**src/rtl/mem_sig_monitor_if.sv**
```systemverilog
// Data-bus snoop and dump-stream signals shared by the signature monitor and its driver.
interface mem_sig_monitor_if #(
    parameter int unsigned DATA_W = 64,
    parameter int unsigned ADDR_W = 32
);
    logic              mem_req_i;
    logic              mem_we_i;
    logic [ADDR_W-1:0] mem_addr_i;
    logic [DATA_W-1:0] mem_wdata_i;
    logic              dump_valid_o;
    logic              dump_ready_i;
    logic              dump_is_fp_o;
    logic [4:0]        dump_idx_o;
    logic [DATA_W-1:0] dump_data_o;

    modport master (
        output mem_req_i, mem_we_i, mem_addr_i, mem_wdata_i, dump_ready_i,
        input  dump_valid_o, dump_is_fp_o, dump_idx_o, dump_data_o
    );

    modport slave (
        input  mem_req_i, mem_we_i, mem_addr_i, mem_wdata_i, dump_ready_i,
        output dump_valid_o, dump_is_fp_o, dump_idx_o, dump_data_o
    );
endinterface

```
**src/rtl/mem_sig_monitor.sv**
```systemverilog
// Simulation signature monitor: snoops bus writes for stop/trap/dump, runs RUN/DRAIN/DONE, buffers dumps.
// Define MEM_SIG_MONITOR_FP_DUMP_EN to enable the floating-point dump address and fp_idx counter.
module mem_sig_monitor #(
    parameter int unsigned       DATA_W     = 64,
    parameter int unsigned       ADDR_W     = 32,
    parameter int unsigned       FIFO_DEPTH = 4,
    parameter logic [ADDR_W-1:0] ADDR_TRAP  = 'h08,
    parameter logic [ADDR_W-1:0] ADDR_IDUMP = 'h10,
    parameter logic [ADDR_W-1:0] ADDR_FDUMP = 'h18,
    parameter logic [ADDR_W-1:0] ADDR_STOP  = 'h20,
    parameter int unsigned       STOP_DELAY = 50,
    parameter int unsigned       PC_GRACE   = 10,
    parameter int unsigned       CNT_W      = 32
) (
    input  logic                 clk_i,
    input  logic                 rst_ni,
    mem_sig_monitor_if.slave     bus,
    input  logic [CNT_W-1:0]     simlen_i,
    input  logic                 stop_on_trap_i,
    input  logic                 pc_invalid_i,
    output logic                 running_o,
    output logic                 done_o,
    output logic [2:0]           stop_cause_o,
    output logic [CNT_W-1:0]     cycle_cnt_o,
    output logic [CNT_W-1:0]     trap_cnt_o,
    output logic                 dump_ovf_o
);
    localparam int unsigned PTR_W   = $clog2(FIFO_DEPTH);
    localparam int unsigned FCNT_W  = PTR_W + 1;
    localparam int unsigned ENT_W   = DATA_W + 6;
    localparam int unsigned DRAIN_W = (STOP_DELAY < 1) ? 1 : $clog2(STOP_DELAY + 1);
`ifdef MEM_SIG_MONITOR_FP_DUMP_EN
    localparam logic        FP_EN   = 1'b1;
`else
    localparam logic        FP_EN   = 1'b0;
`endif

    localparam logic [1:0] S_RUN   = 2'd0;
    localparam logic [1:0] S_DRAIN = 2'd1;
    localparam logic [1:0] S_DONE  = 2'd2;

    logic [1:0]         r_state, w_state_nxt;
    logic [2:0]         r_cause, w_cause_nxt;
    logic [DRAIN_W-1:0] r_drain, w_drain_nxt;
    logic [CNT_W-1:0]   r_cyc, r_trap;
    logic               r_running, r_done, r_ovf;
    logic [4:0]         r_int_idx, w_idx_sel;

    logic w_wr_ev, w_hit_stop, w_hit_trap, w_pc_trig, w_simlen_trig;
    logic w_idump, w_fdump, w_push_req, w_push, w_pop, w_full;

    assign w_wr_ev       = bus.mem_req_i & bus.mem_we_i & (r_state == S_RUN);
    assign w_hit_stop    = w_wr_ev & (bus.mem_addr_i == ADDR_STOP);
    assign w_hit_trap    = w_wr_ev & (bus.mem_addr_i == ADDR_TRAP);
    assign w_idump       = w_wr_ev & (bus.mem_addr_i == ADDR_IDUMP);
    assign w_fdump       = FP_EN & w_wr_ev & (bus.mem_addr_i == ADDR_FDUMP);
    assign w_pc_trig     = pc_invalid_i & (r_cyc >= CNT_W'(PC_GRACE));
    assign w_simlen_trig = (simlen_i != '0) & (r_cyc == simlen_i - CNT_W'(1));

    // Next-state: triggers are only honoured in RUN, highest priority first.
    always_comb begin
        w_state_nxt = r_state;
        w_cause_nxt = r_cause;
        w_drain_nxt = r_drain;
        case (r_state)
            S_RUN: begin
                if (w_hit_stop) begin
                    w_state_nxt = S_DRAIN; w_cause_nxt = 3'd1; w_drain_nxt = DRAIN_W'(STOP_DELAY);
                end else if (w_hit_trap && stop_on_trap_i) begin
                    w_state_nxt = S_DRAIN; w_cause_nxt = 3'd2; w_drain_nxt = DRAIN_W'(STOP_DELAY);
                end else if (w_pc_trig) begin
                    w_state_nxt = S_DRAIN; w_cause_nxt = 3'd3; w_drain_nxt = DRAIN_W'(STOP_DELAY);
                end else if (w_simlen_trig) begin
                    w_state_nxt = S_DONE;  w_cause_nxt = 3'd4;
                end
            end
            S_DRAIN: begin
                if (r_drain == '0) w_state_nxt = S_DONE;
                else               w_drain_nxt = r_drain - DRAIN_W'(1);
            end
            default: ;
        endcase
    end

    always_ff @(posedge clk_i or negedge rst_ni) begin
        if (!rst_ni) begin
            r_state   <= S_RUN;
            r_cause   <= 3'd0;
            r_drain   <= '0;
            r_running <= 1'b1;
            r_done    <= 1'b0;
        end else begin
            r_state   <= w_state_nxt;
            r_cause   <= w_cause_nxt;
            r_drain   <= w_drain_nxt;
            r_running <= (w_state_nxt == S_RUN);
            r_done    <= (w_state_nxt == S_DONE);
        end
    end

    // Saturating cycle and trap counters; the cycle counter freezes once DONE.
    always_ff @(posedge clk_i or negedge rst_ni) begin
        if (!rst_ni) begin
            r_cyc  <= '0;
            r_trap <= '0;
        end else begin
            if (r_state != S_DONE && r_cyc != '1) r_cyc <= r_cyc + CNT_W'(1);
            if (w_hit_trap && r_trap != '1)      r_trap <= r_trap + CNT_W'(1);
        end
    end

    // Dump indices advance on every accepted dump write, even if the FIFO drops it.
    always_ff @(posedge clk_i or negedge rst_ni) begin
        if (!rst_ni) r_int_idx <= 5'd1;
        else if (w_idump) r_int_idx <= r_int_idx + 5'd1;
    end

`ifdef MEM_SIG_MONITOR_FP_DUMP_EN
    logic [4:0] r_fp_idx;
    always_ff @(posedge clk_i or negedge rst_ni) begin
        if (!rst_ni) r_fp_idx <= 5'd0;
        else if (w_fdump) r_fp_idx <= r_fp_idx + 5'd1;
    end
    assign w_idx_sel = w_fdump ? r_fp_idx : r_int_idx;
`else
    assign w_idx_sel = r_int_idx;
`endif

    // FWFT FIFO: storage ring plus a registered head copy driving the dump outputs.
    logic [ENT_W-1:0]  r_mem [FIFO_DEPTH];
    logic [PTR_W-1:0]  r_rd, r_wr, w_rd_nxt;
    logic [FCNT_W-1:0] r_fcnt, w_fcnt_nxt;
    logic              r_dump_valid;
    logic [ENT_W-1:0]  r_dump_ent, w_entry, w_head_nxt;

    assign w_push_req = w_idump | w_fdump;
    assign w_entry    = {w_fdump, w_idx_sel, bus.mem_wdata_i};
    assign w_full     = (r_fcnt == FCNT_W'(FIFO_DEPTH));
    assign w_pop      = r_dump_valid & bus.dump_ready_i;
    assign w_push     = w_push_req & (~w_full | w_pop);
    assign w_rd_nxt   = w_pop ? r_rd + PTR_W'(1) : r_rd;
    assign w_head_nxt = (w_push && r_wr == w_rd_nxt) ? w_entry : r_mem[w_rd_nxt];

    always_comb begin
        w_fcnt_nxt = r_fcnt;
        case ({w_push, w_pop})
            2'b10:   w_fcnt_nxt = r_fcnt + FCNT_W'(1);
            2'b01:   w_fcnt_nxt = r_fcnt - FCNT_W'(1);
            default: ;
        endcase
    end

    always_ff @(posedge clk_i) begin
        if (w_push) r_mem[r_wr] <= w_entry;
    end

    always_ff @(posedge clk_i or negedge rst_ni) begin
        if (!rst_ni) begin
            r_rd         <= '0;
            r_wr         <= '0;
            r_fcnt       <= '0;
            r_dump_valid <= 1'b0;
            r_dump_ent   <= '0;
            r_ovf        <= 1'b0;
        end else begin
            r_rd         <= w_rd_nxt;
            r_fcnt       <= w_fcnt_nxt;
            r_dump_valid <= (w_fcnt_nxt != '0);
            if (w_push)                r_wr       <= r_wr + PTR_W'(1);
            if (w_fcnt_nxt != '0)      r_dump_ent <= w_head_nxt;
            if (w_push_req && !w_push) r_ovf      <= 1'b1;
        end
    end

    assign bus.dump_valid_o = r_dump_valid;
    assign bus.dump_is_fp_o = r_dump_ent[ENT_W-1];
    assign bus.dump_idx_o   = r_dump_ent[DATA_W +: 5];
    assign bus.dump_data_o  = r_dump_ent[DATA_W-1:0];
    assign running_o        = r_running;
    assign done_o           = r_done;
    assign stop_cause_o     = r_cause;
    assign cycle_cnt_o      = r_cyc;
    assign trap_cnt_o       = r_trap;
    assign dump_ovf_o       = r_ovf;
endmodule
```
**src/flat_wrapper.sv**
```systemverilog
// flat-port wrapper written by rule: the top's interface ports become plain ports
module mem_sig_monitor_flat 
#(
    parameter int unsigned       DATA_W     = 64,
    parameter int unsigned       ADDR_W     = 32,
    parameter int unsigned       FIFO_DEPTH = 4,
    parameter logic [ADDR_W-1:0] ADDR_TRAP  = 'h08,
    parameter logic [ADDR_W-1:0] ADDR_IDUMP = 'h10,
    parameter logic [ADDR_W-1:0] ADDR_FDUMP = 'h18,
    parameter logic [ADDR_W-1:0] ADDR_STOP  = 'h20,
    parameter int unsigned       STOP_DELAY = 50,
    parameter int unsigned       PC_GRACE   = 10,
    parameter int unsigned       CNT_W      = 32
)
  (clk_i, rst_ni, simlen_i, stop_on_trap_i, pc_invalid_i, running_o, done_o, stop_cause_o, cycle_cnt_o, trap_cnt_o, dump_ovf_o, bus_mem_req_i, bus_mem_we_i, bus_mem_addr_i, bus_mem_wdata_i, bus_dump_ready_i, bus_dump_valid_o, bus_dump_is_fp_o, bus_dump_idx_o, bus_dump_data_o);
  mem_sig_monitor_if #(.DATA_W(DATA_W), .ADDR_W(ADDR_W)) bus_i ();
  input  logic clk_i;
  input  logic rst_ni;
  input  logic [CNT_W-1:0] simlen_i;
  input  logic stop_on_trap_i;
  input  logic pc_invalid_i;
  output logic running_o;
  output logic done_o;
  output logic [2:0] stop_cause_o;
  output logic [CNT_W-1:0] cycle_cnt_o;
  output logic [CNT_W-1:0] trap_cnt_o;
  output logic dump_ovf_o;
  input wire logic [$bits(bus_i.mem_req_i)-1:0] bus_mem_req_i;
  input wire logic [$bits(bus_i.mem_we_i)-1:0] bus_mem_we_i;
  input wire logic [$bits(bus_i.mem_addr_i)-1:0] bus_mem_addr_i;
  input wire logic [$bits(bus_i.mem_wdata_i)-1:0] bus_mem_wdata_i;
  input wire logic [$bits(bus_i.dump_ready_i)-1:0] bus_dump_ready_i;
  output wire logic [$bits(bus_i.dump_valid_o)-1:0] bus_dump_valid_o;
  output wire logic [$bits(bus_i.dump_is_fp_o)-1:0] bus_dump_is_fp_o;
  output wire logic [$bits(bus_i.dump_idx_o)-1:0] bus_dump_idx_o;
  output wire logic [$bits(bus_i.dump_data_o)-1:0] bus_dump_data_o;
  assign bus_i.mem_req_i = bus_mem_req_i;
  assign bus_i.mem_we_i = bus_mem_we_i;
  assign bus_i.mem_addr_i = bus_mem_addr_i;
  assign bus_i.mem_wdata_i = bus_mem_wdata_i;
  assign bus_i.dump_ready_i = bus_dump_ready_i;
  assign bus_dump_valid_o = bus_i.dump_valid_o;
  assign bus_dump_is_fp_o = bus_i.dump_is_fp_o;
  assign bus_dump_idx_o = bus_i.dump_idx_o;
  assign bus_dump_data_o = bus_i.dump_data_o;
  mem_sig_monitor #(.DATA_W(DATA_W), .ADDR_W(ADDR_W), .FIFO_DEPTH(FIFO_DEPTH), .ADDR_TRAP(ADDR_TRAP), .ADDR_IDUMP(ADDR_IDUMP), .ADDR_FDUMP(ADDR_FDUMP), .ADDR_STOP(ADDR_STOP), .STOP_DELAY(STOP_DELAY), .PC_GRACE(PC_GRACE), .CNT_W(CNT_W)) u_core (.clk_i(clk_i), .rst_ni(rst_ni), .bus(bus_i), .simlen_i(simlen_i), .stop_on_trap_i(stop_on_trap_i), .pc_invalid_i(pc_invalid_i), .running_o(running_o), .done_o(done_o), .stop_cause_o(stop_cause_o), .cycle_cnt_o(cycle_cnt_o), .trap_cnt_o(trap_cnt_o), .dump_ovf_o(dump_ovf_o));
endmodule
```
**config.mk**
```make
export PLATFORM = sky130hd
export DESIGN_NAME = mem_sig_monitor_flat
export DESIGN_NICKNAME = d
export VERILOG_FILES = /design/src/rtl/mem_sig_monitor_if.sv /design/src/rtl/mem_sig_monitor.sv /design/src/flat_wrapper.sv
export SDC_FILE = /design/constraint.sdc
export NUM_CORES = 1
export LEC_CHECK = 0
export BUFFER_PORTS_ARGS = -buffer_cell sky130_fd_sc_hd__buf_2
export CAP_MARGIN = 30
export CORE_MARGIN = 2
export CORE_UTILIZATION = 40
export CTS_BUF_LIST = sky130_fd_sc_hd__clkbuf_8
export DETAILED_ROUTE_END_ITERATION = 8
export PLACE_DENSITY = 0.61
export SYNTH_ARGS = -nofsm -noshare
export SYNTH_HDL_FRONTEND = slang
export SYNTH_SLANG_ARGS = --single-unit
```
**constraint.sdc**
```tcl
create_clock -name clk_i -period 4.5 [get_ports clk_i]
set_input_delay 1.125 -clock clk_i [delete_from_list [all_inputs] [get_ports clk_i]]
set_output_delay 1.125 -clock clk_i [all_outputs]
set_load 0.005 [all_outputs]
```
# Word level (Yosys, flattened, before mapping)
# Memory sizes are Yosys's and may differ from the RTL's. A register that Yosys moved wholly into a read port is not among the register bits.
# Cells that the tools add are included.
dict set report op_classes {
  n_addsub 9
  order_cmp 1
  n_eq_ne 15
  mux 20
  bitwise 11
  n_reduce_logical 16
}
# op count
set ops {}
lappend ops {{70-bit 2-to-1 mux} 1}
lappend ops {{32-bit by 1-bit adder with 32-bit output (second input constant)} 2}
lappend ops {{32-bit inequality test (second input constant)} 2}
lappend ops {{32-bit equality test} 1}
lappend ops {{32-bit by 4-bit equality test with 1-bit output (second input constant)} 1}
lappend ops {{32-bit by 5-bit equality test with 1-bit output (second input constant)} 1}
lappend ops {{32-bit by 6-bit equality test with 1-bit output (second input constant)} 1}
lappend ops {{32-bit by 4-bit >= comparator with 1-bit output (second input constant)} 1}
lappend ops {{32-bit nonzero test} 1}
lappend ops {{32-bit by 1-bit subtractor with 32-bit output (second input constant)} 1}
lappend ops {{6-bit 2-to-1 mux} 4}
lappend ops {{2-bit 2-to-1 mux} 6}
lappend ops {{3-bit 2-to-1 mux} 4}
lappend ops {{6-bit one-hot mux with 2 select lines} 1}
lappend ops {{1-bit AND} 9}
lappend ops {{6-bit logical NOT} 1}
lappend ops {{3-bit one-hot mux with 2 select lines} 1}
lappend ops {{6-bit by 1-bit subtractor with 6-bit output (second input constant)} 1}
lappend ops {{5-bit by 1-bit adder with 5-bit output (second input constant)} 1}
lappend ops {{1-bit logical AND} 5}
lappend ops {{2-bit by 1-bit adder with 2-bit output (second input constant)} 2}
lappend ops {{2-bit by 1-bit equality test with 1-bit output (second input constant)} 2}
lappend ops {{2-bit equality test (second input constant)} 2}
lappend ops {{2-bit logical NOT} 2}
lappend ops {{other kinds (16)} 19}
dict set report totals {
  regBits 161
  ramBits 276
  in_bits 135
  output_inout_bits 141
  elab_cells 87
  n_memories 1
}
# memory depth width rd rd_clocked_by_memory_dff write_ports line_no
set memory_table {}
lappend memory_table {u_core.r_mem 4 69 1 1 1 mem_sig_monitor.sv:130} ;# logic [ENT_W-1:0] r_mem [FIFO_DEPTH];

# Logic depth before layout (Yosys ltp)
# Gate-level depths: netlist of run 1.
dict set report depth {
  ltp_word 9
  depth_mapped 20
  depth_no_buf 15
}

# Worst setup path before layout of run 1
# OpenSTA, ideal clock, no wires.
dict set report synth_timing {
  kind {input to register}
  start {in bus_mem_addr_i[8]}
  end {mem u_core.r_mem[0][0] (netlist bit) (enable)}
  setup_time_ps 435
  arrival_ps 4063
  required_ps 4065
  path_slack_ps 3
  stages 6
  n_path_buf 1
  path_cell_list {nor4b_1 > nand4_1 > nor3_2 > nor4bb_1 > clkbuf_1 > and3_1}
}
dict set report synth_between {
  elab_chain_len 5
}
# item line_no
set synth_lines {}
lappend synth_lines {{from (decl)} flat_wrapper.sv:30} ;# input wire logic [$bits(bus_i.mem_addr_i)-1:0] bus_mem_addr_i;
lappend synth_lines {{32-bit by 5-bit equality test with 1-bit output} mem_sig_monitor.sv:55} ;# assign w_idump = w_wr_ev & (bus.mem_addr_i == ADDR_IDUMP);
lappend synth_lines {{1-bit AND} mem_sig_monitor.sv:55}
lappend synth_lines {{1-bit AND} mem_sig_monitor.sv:140} ;# assign w_push = w_push_req & (~w_full | w_pop);
lappend synth_lines {{1-bit 2-to-1 mux} mem_sig_monitor.sv:154} ;# if (w_push) r_mem[r_wr] <= w_entry;
lappend synth_lines {{1-bit 2-to-1 mux (not written as such)} mem_sig_monitor.sv:154}
lappend synth_lines {{to (decl)} mem_sig_monitor.sv:130}
# No other way between the ends.

# Final worst setup path of run 1
dict set report layout_timing {
  start {in bus_mem_addr_i[2]}
  end {reg u_core.r_dump_ent[31], read port of u_core.r_mem}
}
dict set report layout_between {
  elab_chain_len 6
  elab_cells_between_ends 7
  classes_between {eq/ne (3); mux (1); bitwise (2); reduce/logical (1)}
}
# item line_no
set layout_lines {}
lappend layout_lines {{32-bit by 5-bit equality test with 1-bit output (*)} mem_sig_monitor.sv:55}
lappend layout_lines {{1-bit AND (*)} mem_sig_monitor.sv:55}
lappend layout_lines {{1-bit AND (*)} mem_sig_monitor.sv:140}
lappend layout_lines {{2-bit by 1-bit equality test with 1-bit output or 2-bit equality test (tied branches)} mem_sig_monitor.sv:146} ;# case ({w_push, w_pop})
lappend layout_lines {{3-bit one-hot mux with 2 select lines (*)} mem_sig_monitor.sv:146}
lappend layout_lines {{named net u_core.w_fcnt_nxt[2]} mem_sig_monitor.sv:132} ;# logic [FCNT_W-1:0] r_fcnt, w_fcnt_nxt;
lappend layout_lines {{3-bit nonzero test (*)} mem_sig_monitor.sv:170} ;# if (w_fcnt_nxt != '0) r_dump_ent <= w_head_nxt;
lappend layout_lines {{to (decl)} mem_sig_monitor.sv:134} ;# logic [ENT_W-1:0] r_dump_ent, w_entry, w_head_nxt;
# The timed path passes the listed nets; every way through them passes the cells marked *.
# A chain may end at the register's enable or synchronous reset.

==> out/metrics.yaml, run 1 <==
cts_buffer_depth: 3
arrival_ns: 4.40
cts_max_level: 3
grt_pass1_vias: 12300
num_vias: 11900
status: "completed"
grtUsageTotal_pct: 18.4
ys_seq_area_share_pct: 65.5
final_cell_area_um2: 22600
antenna_left: 0
syn2layout_area_growth_pct: 20.5
gp_congestion: 0.857
yosysTopAreaCell: "edfxtp_1"
syn_avg_cell_area_um2: 14.6
r2r-end: "u_core.r_dump_ent[31]$_DFFE_PN0P_"
syn_inst: 1285
yosys-top-cells-area: "edfxtp_1 (44%), dfrtp_1 (21%), mux4_2 (8.3%), mux2i_1 (4.0%), xnor2_1 (3.2%)"
start_kind: "primary input"
first_pass_iters: 7
crit_chain: "buf_2 -> nor4_1 -> nand4_1 -> nor3_2 -> nor4bb_2 -> and2_1 -> inv_1 -> ha_1 -> inv_1 -> fa_1 -> xor2_1 -> nor2_1 -> xor2_1 -> or3_4 -> buf_12 -> nor2_1 -> a21oi_1"
ff2ff_setup_slack_ns: 0.85
path_delay_family: "simple AND/OR/NAND/NOR gates"
hold_buffers: 0
timing.slew.headroom_pct: 41.9
nFillCells: 4083
finalPower_mw: 11.5
worstPathBufferInverterCount: 4
drive_gt1_share_pct: 30.0
fin_crit_ns: 3.91
hold_path_depth: 2
crit_start: "bus_mem_addr_i[2]"
num_rows: 79
fin_cells: 2280
yosysMostFrequentCell: "edfxtp_1"
ys_warn_count: 0
hold_viol: 0
vias_per_cell: 5.23
path_clk_slew_ns: 0.06
avgRoutedWirePerCell_um: 19.3
synth_seq_cells: 436
route.detailed.drc: 0
tns_ns: 0
grt_setup_unrepaired: "no"
r2r_start: "u_core.r_state[0]$_DFF_PN0_"
min-delay-start: "u_core.stop_cause_o[2]$_DFFE_PN0P_"
cap_violations: 0
crit_path_end_kind: "flip-flop"
dp_cells: 2136
post_cts_resized: 0
slowest_stage: "nor4bb_2"
synth_ff_type: "edfxtp_1"
drt_wl_total_mm: 44.0
p_leak_nw: 9.49
place_area_um2: 21100
die_w_um: 221
numCtsBuffers: 76
hold_path_class: "flip-flop to flip-flop"
drt-initial-drc-count: 677
initial_core_util_pct: 40.4
io-pin-count: 276
fmax_ghz: 0.256
fp.dieH_um: 221
cp_slowest_stage_delay_ns: 0.49
cts_root_buf: "clkbuf_8"
cp.required_ns: 4.99
syn_area_um2: 18800
maxSlewViolCount: 0
worst_slew_pin_slew_ns: 0.869
antenna_found_initial: 11
fin_skew_ns: 0.0240
syn-num-nets: 1433
synth_edf_count: 276
design.core.area_um2: 46500
synthArstFlopShare_pct: 36.7
yosysTopAreaCellShare_pct: 44.1
synth_cell_types: 73
rr_worst_depth: 16
die_area_um2: 48700
crit_fanout: 70
setup_viol: 0
grt_overflow: 0
peakVddDrop_v: 0.000513
post_cts_buffers: 0
holdPathEnd: "u_core.stop_cause_o[2]$_DFFE_PN0P_"
cts_sinks: 436
dpl.hpwl_mm: 28.0
grt_max_degree: 71
yosys-top-cells-count: "edfxtp_1 (276), dfrtp_1 (158), nor2_1 (113), a21oi_1 (79), mux2i_1 (75)"
fin_crit_sh_pct: 86.9
cts_tree: "yes"
fin_util_pct: 48.7
grt_pass1_wl_mm: 68.1
power.density_nw_per_um2: 507
clock_latency_ns: 0.64
nNetsFinal: 1755
io_buffers: 274
setup.worst_path.class: "primary input to flip-flop"
==> layout make-up <==
cell class	count	area (µm²)	share of cell area (%)
clock inverters	51	248	1.09
inverters	28	105	0.465
clock buffers	91	1250	5.54
flip-flops and latches	436	12300	54.3
multi-input cells	763	6200	27.4
repair buffers	302	1760	7.79
well taps	607	759	3.36
diodes	2	5.00	0.0221
==> cell usage in the layout (no fill, tap or decap), types with 3 or more instances in the layout <==
cell type  instances
buf_4             14
a21oi_1           79
nor3b_1            3
nand4b_1           4
clkbuf_8          91
clkinv_2           7
mux4_2            69
buf_2            273
nor2_1           113
nand3_1           34
or3_1              5
inv_1             60
buf_12            14
ha_1              12
or2_2              4
nand4bb_1          3
and3_4             4
nand4_1           29
xnor2_1           67
nand2_1           56
and4_1             6
and3_1            11
mux2i_1           75
o211ai_1           3
o21a_1             3
and2_1            11
dfrtp_1          158
nor4b_1            3
o21ai_0            7
nor2b_1            5
nand2b_1           4
clkinv_1           7
edfxtp_1         276
nor3_1            30
xor2_1            42
nor4_1            27
or4_1              6
==> cell families (layout without fill, tap and decap cells) <==
family,count (synthesis),after routing,share of synthesized area (%)
xor gates and xnor gates,111,111,5.18
adders and majority gates,13,13,0.906
DFF,436,436,65.5
muxes,145,145,12.3
buffers and inverters,86,472,1.85
and+or+nand+nor,374,374,10.4
other,1,3,0.0200
AOI/OAI and AO/OA,119,119,3.82
==> through the flow <==
stage               hold slack (ns)  worst slack, ns
finish                        0.477            0.590
global route                  0.499            0.335
CTS                           0.468            0.692
detailed placement            0.463          0.00201
global placement              0.460           0.0807
floorplan                     0.451          0.00255
==> worst reg2reg max path, delay by kind of cell (launching register included) <==
kind / cells / cell delay, ns
fa+ha+maj: 2 / 0.38
simple gates: 8 / 1.98
xor+xnor: 2 / 0.31
buf+inv: 3 / 0.31
flops: 1 / 0.47
compound gates: 1 / 0.05
==> how the worst max path moves through the flow <==
stage	cells after the start	to	slack, ns
final	17	u_core.r_dump_ent[31]$_DFFE_PN0P_	0.59
after global placement	17	u_core.r_dump_ent[52]$_DFFE_PN0P_	0.08
after CTS	17	u_core.r_dump_ent[54]$_DFFE_PN0P_	0.69
after detailed placement	17	u_core.r_dump_ent[54]$_DFFE_PN0P_	0.002
after global routing	17	u_core.r_dump_ent[64]$_DFFE_PN0P_	0.34
after floorplan	6	u_core.r_mem[0][0]$_DFFE_PP_	0.003
==> layer usage <==
| layer | track usage (%) | part of all wire [%] | up-vias |
|---|---|---|---|
| li1 | - | - | 5525 |
| met1 | 23.5 | 43 | 5944 |
| met2 | 30.0 | 48 | 353 |
| met3 | 5.07 | 6.6 | 87 |
| met4 | 6.38 | 2.1 | 16 |
| met5 | 0 | 0.24 | - |
==> where the power goes <==
| group | switching, mW | internal (mW) | leakage, nW |
|---|---|---|---|
| clock network | 1.60 | 1.90 | 0.892 |
| logic | 1.59 | 1.54 | 4.08 |
| registers | 0.202 | 4.64 | 4.52 |
==> sequential cells by signal, summed over array words and instances, names as in the netlist <==
signal / flops
u_core.dump_ovf_o: 1
u_core.done_o: 1
u_core.r_int_idx: 5
u_core.stop_cause_o: 3
u_core.r_drain: 6
u_core.bus.dump_valid_o: 1
u_core.r_fcnt: 3
u_core.r_state: 2
u_core.r_rd: 2
u_core.trap_cnt_o: 32
u_core.r_wr: 2
u_core.r_mem: 276
u_core.cycle_cnt_o: 32
u_core.r_dump_ent: 69
u_core.running_o: 1
No activity file was read; power rests on OpenSTA's default activity.
==> inputs of run 2 (changes only) <==
--- a/config.mk
+++ b/config.mk
@@ -5,6 +5,7 @@
 export SDC_FILE = /design/constraint.sdc
 export NUM_CORES = 1
 export LEC_CHECK = 0
+export ABC_AREA = 1
 export BUFFER_PORTS_ARGS = -buffer_cell sky130_fd_sc_hd__buf_2
 export CAP_MARGIN = 30
 export CORE_MARGIN = 2
==> run 2 against run 1 <==
Effect of this change: global-route usage grew 2.3 points; critical path depth shrank 3; sequential power shrank 12%; count of clock-buffer cells in the layout shrank 6; sequential share of layout area shrank 2.1 points; clock skew grew 0.0069 ns; synthesized cell count grew 49%; total power shrank 32%; routed wire length grew 20%.
==> out/metrics.yaml, run 2 <==
status: "completed"
cp_slowest_stage_delay_ns: 0.46  # -0.03 ns
yosysMostFrequentCell: "nand2_1"
start_kind: "primary input"
synth_seq_cells: 436  # unchanged
final_cell_mix: "nand2_1 (333), nor2_1 (289), edfxtp_1 (276), buf_2 (273), o21ai_0 (215)"
cts_buffer_depth: 3  # unchanged
peakVddDrop_v: 0.000223  # -57%
die_w_um: 227  # +2.9%
setup.worst_path.class: "primary input to flip-flop"
syn-num-nets: 2059  # +44%
maxSlewViolCount: 0  # unchanged
fin_skew_ns: 0.0309  # +0.00688 ns
dpl.hpwl_mm: 33.7  # +21%
swShare_pct: 22.3  # -7.3 points
ys_warn_count: 0  # unchanged
gp_congestion: 0.941  # +9.9%
num_rows: 81  # +2.5%
fin_crit_sh_pct: 75.0  # -12 points
post_cts_resized: 0  # unchanged
fin_cells: 2939  # +29%
timing.slew.headroom_pct: 42.1  # +0.17 points
fmax_ghz: 0.296  # +16%
antenna_left: 0  # unchanged
nNetsFinal: 2361  # +35%
die_area_um2: 51500  # +5.8%
crit_path_end_kind: "flip-flop"
cts_root_buf: "clkbuf_8"
slowest_stage: "buf_12"
syn_inst: 1911  # +49%
antenna_found_initial: 9  # -2
drive_gt1_share_pct: 19.1  # -11 points
io_buffers: 274  # unchanged
grt_pass1_wl_mm: 81.6  # +20%
ff2ff_setup_slack_ns: 1.30  # +0.45 ns
syn_area_um2: 19900  # +5.9%
path_clk_slew_ns: 0.06  # about the same
synthArstFlopShare_pct: 36.7  # unchanged
synth_ff_type: "edfxtp_1"
pwr-share-seq_pct: 54.6  # +12 points
top_register: "u_core.r_mem"
yosysTopAreaCellShare_pct: 41.7  # -2.5 points
fin_crit_ns: 3.38  # -0.534 ns
yosys-top-cells-count: "nand2_1 (334), nor2_1 (293), edfxtp_1 (276), o21ai_0 (215), dfrtp_1 (158)"
crit_path_frequent_cell: "nor3_2"
setup_viol: 0  # unchanged
dp_cells: 2799  # +31%
grt_max_degree: 140  # +97%
hold_viol: 0  # unchanged
hold_buffers: 0  # unchanged
regArea_um2: 12300  # unchanged
reg.largest.list: "u_core.r_mem: 276 flops, u_core.r_dump_ent: 69 flops"
cts_max_level: 3  # unchanged
cts_tree: "yes"
numCtsBuffers: 75  # -1.3%
grtUsageTotal_pct: 20.6  # +2.3 points
grt_setup_unrepaired: "no"
initial_core_util_pct: 40.6  # +0.12 points
design.core.area_um2: 49100  # +5.6%
drt-initial-drc-count: 840  # +24%
post_cts_buffers: 0  # unchanged
grt_pass1_vias: 14600  # +19%
synth_cell_types: 49  # -33%
syn2layout_area_growth_pct: 18.2
grt_overflow: 0  # unchanged
cp.required_ns: 4.99  # about the same
num_vias: 14900  # +25%
largest_register_ffs: 276  # unchanged
multiInputGateArea_um2: 6860  # +11%
io-pin-count: 276  # unchanged
arrival_ns: 3.87  # -0.53 ns
place_area_um2: 22100  # +4.6%
intPower_mw: 6.07  # -25%
route.detailed.drc: 0  # unchanged
final_common_cell: "nand2_1"
p_leak_nw: 9.81  # +3.4%
final_cell_area_um2: 23500  # +3.9%
clock_latency_ns: 0.66  # +0.02 ns
syn_avg_cell_area_um2: 10.4  # -29%
p_clk_share_pct: 42.7  # +12 points
hold_slack_ns: 0.359  # -0.118 ns
first_pass_iters: 5  # -2
vias_per_cell: 5.05  # -3.4%
yosysTopAreaCell: "edfxtp_1"
power.switching_mw: 1.74  # -49%
cts_sinks: 436  # unchanged
cap_violations: 0  # unchanged
avgRoutedWirePerCell_um: 18.0  # -6.8%
pwr-share-comb_pct: 2.7  # -25 points
synth_edf_count: 276  # unchanged
yosys-top-cells-area: "edfxtp_1 (42%), dfrtp_1 (20%), nand2_1 (6.3%), nor2_1 (5.5%), o21ai_0 (5.4%)"
power.density_nw_per_um2: 332  # -34%
drt_wl_total_mm: 52.9  # +20%
ys_seq_area_share_pct: 61.8  # -3.6 points
crit_fanout: 139  # +99%
worst_slew_pin_slew_ns: 0.868  # -0.000409 ns
fp.dieH_um: 227  # +2.9%
hold_path_class: "primary input to async pin"
nFillCells: 4633  # +13%
crit_chain: "buf_2 -> nor4_1 -> nand2_1 -> nor3_2 -> nand3_4 -> ha_1 -> inv_1 -> fa_1 -> a21oi_1 -> o21ai_1 -> xnor2_1 -> nor3_2 -> buf_12 -> o21ai_0"
run 2: cell type report:
| type | instances | area share [%] |
|---|---|---|
| clock buffer | 85 | 4.98 |
| antenna | 1 | 0.0106 |
| clock inverter | 53 | 0.968 |
| sequential | 436 | 52.3 |
| timing repair buffer | 300 | 7.20 |
| tap | 664 | 3.53 |
| multi-input combinational | 1286 | 29.2 |
| inverter | 114 | 1.83 |
run 2: metal layers:
metal | GRT usage, % | share of wire (%) | vias to the layer above
met4 | 6.81 | 2.1 | 14
met5 | 0 | 0.16 | -
met2 | 33.4 | 46 | 413
met1 | 27.4 | 45 | 7145
li1 | - | - | 7193
met3 | 4.92 | 6.9 | 90
run 2: final timing paths:
path                                                       to                          startpoint  cells past startpoint
max                         u_core.r_dump_ent[65]$_DFFE_PN0P_                   bus_mem_addr_i[9]                     14
min                         u_core.r_dump_ent[41]$_DFFE_PN0P_                              rst_ni                      1
max reg2reg                 u_core.r_dump_ent[65]$_DFFE_PN0P_         u_core.r_state[0]$_DFF_PN0_                     15
min reg2reg                u_core.stop_cause_o[0]$_DFFE_PN0P_  u_core.stop_cause_o[0]$_DFFE_PN0P_                      2
max in group asynchronous    u_core.r_dump_ent[7]$_DFFE_PN0P_                              rst_ni                      3
min in group clk_i         u_core.stop_cause_o[0]$_DFFE_PN0P_  u_core.stop_cause_o[0]$_DFFE_PN0P_                      2
run 2: power by group through the flow:
stage          Combinational [mW]  Clock, mW  Sequential (mW)
3_5_place_dp                0.213          0             4.34
3_3_place_gp                0.207          0             4.34
5_1_grt                     0.242       3.62             4.26
4_1_cts                     0.214       3.44             4.26
6_report                    0.214       3.33             4.26
2_1_floorplan              0.0591          0             4.34
run 2: kinds of logic (layout without fill, tap and decap cells):
group	Yosys count	after routing	share of synthesized area, %
mux	71	71	3.59
fa+ha+maj	13	13	0.855
flops	436	436	61.8
buf+inv	189	552	3.96
xor+xnor	102	102	4.67
simple gates	789	789	16.8
compound gates	310	310	8.28
other cells	1	2	0.0189
run 2: critical path: cells and delay by family:
family,cells,cell delay (ns)
AOI/OAI and AO/OA,3,0.38
xor gates and xnor gates,1,0.12
buffers and inverters,3,0.69
and+or+nand+nor,5,1.03
adders and majority gates,2,0.44
run 2: stage by stage:
stage / TNS, ns / util (%) / total power, mW / worst slack [ns]
after detailed placement: 0 / 45.0 / 4.56 / 0.491
after global placement: 0 / 45.0 / 4.55 / 0.625
after CTS: 0 / 47.9 / 7.92 / 1.16
after floorplan: -226.23 / - / 4.40 / -0.820
final: 0 / 47.9 / 7.81 / 1.12
after global routing: 0 / 47.9 / 8.12 / 0.909
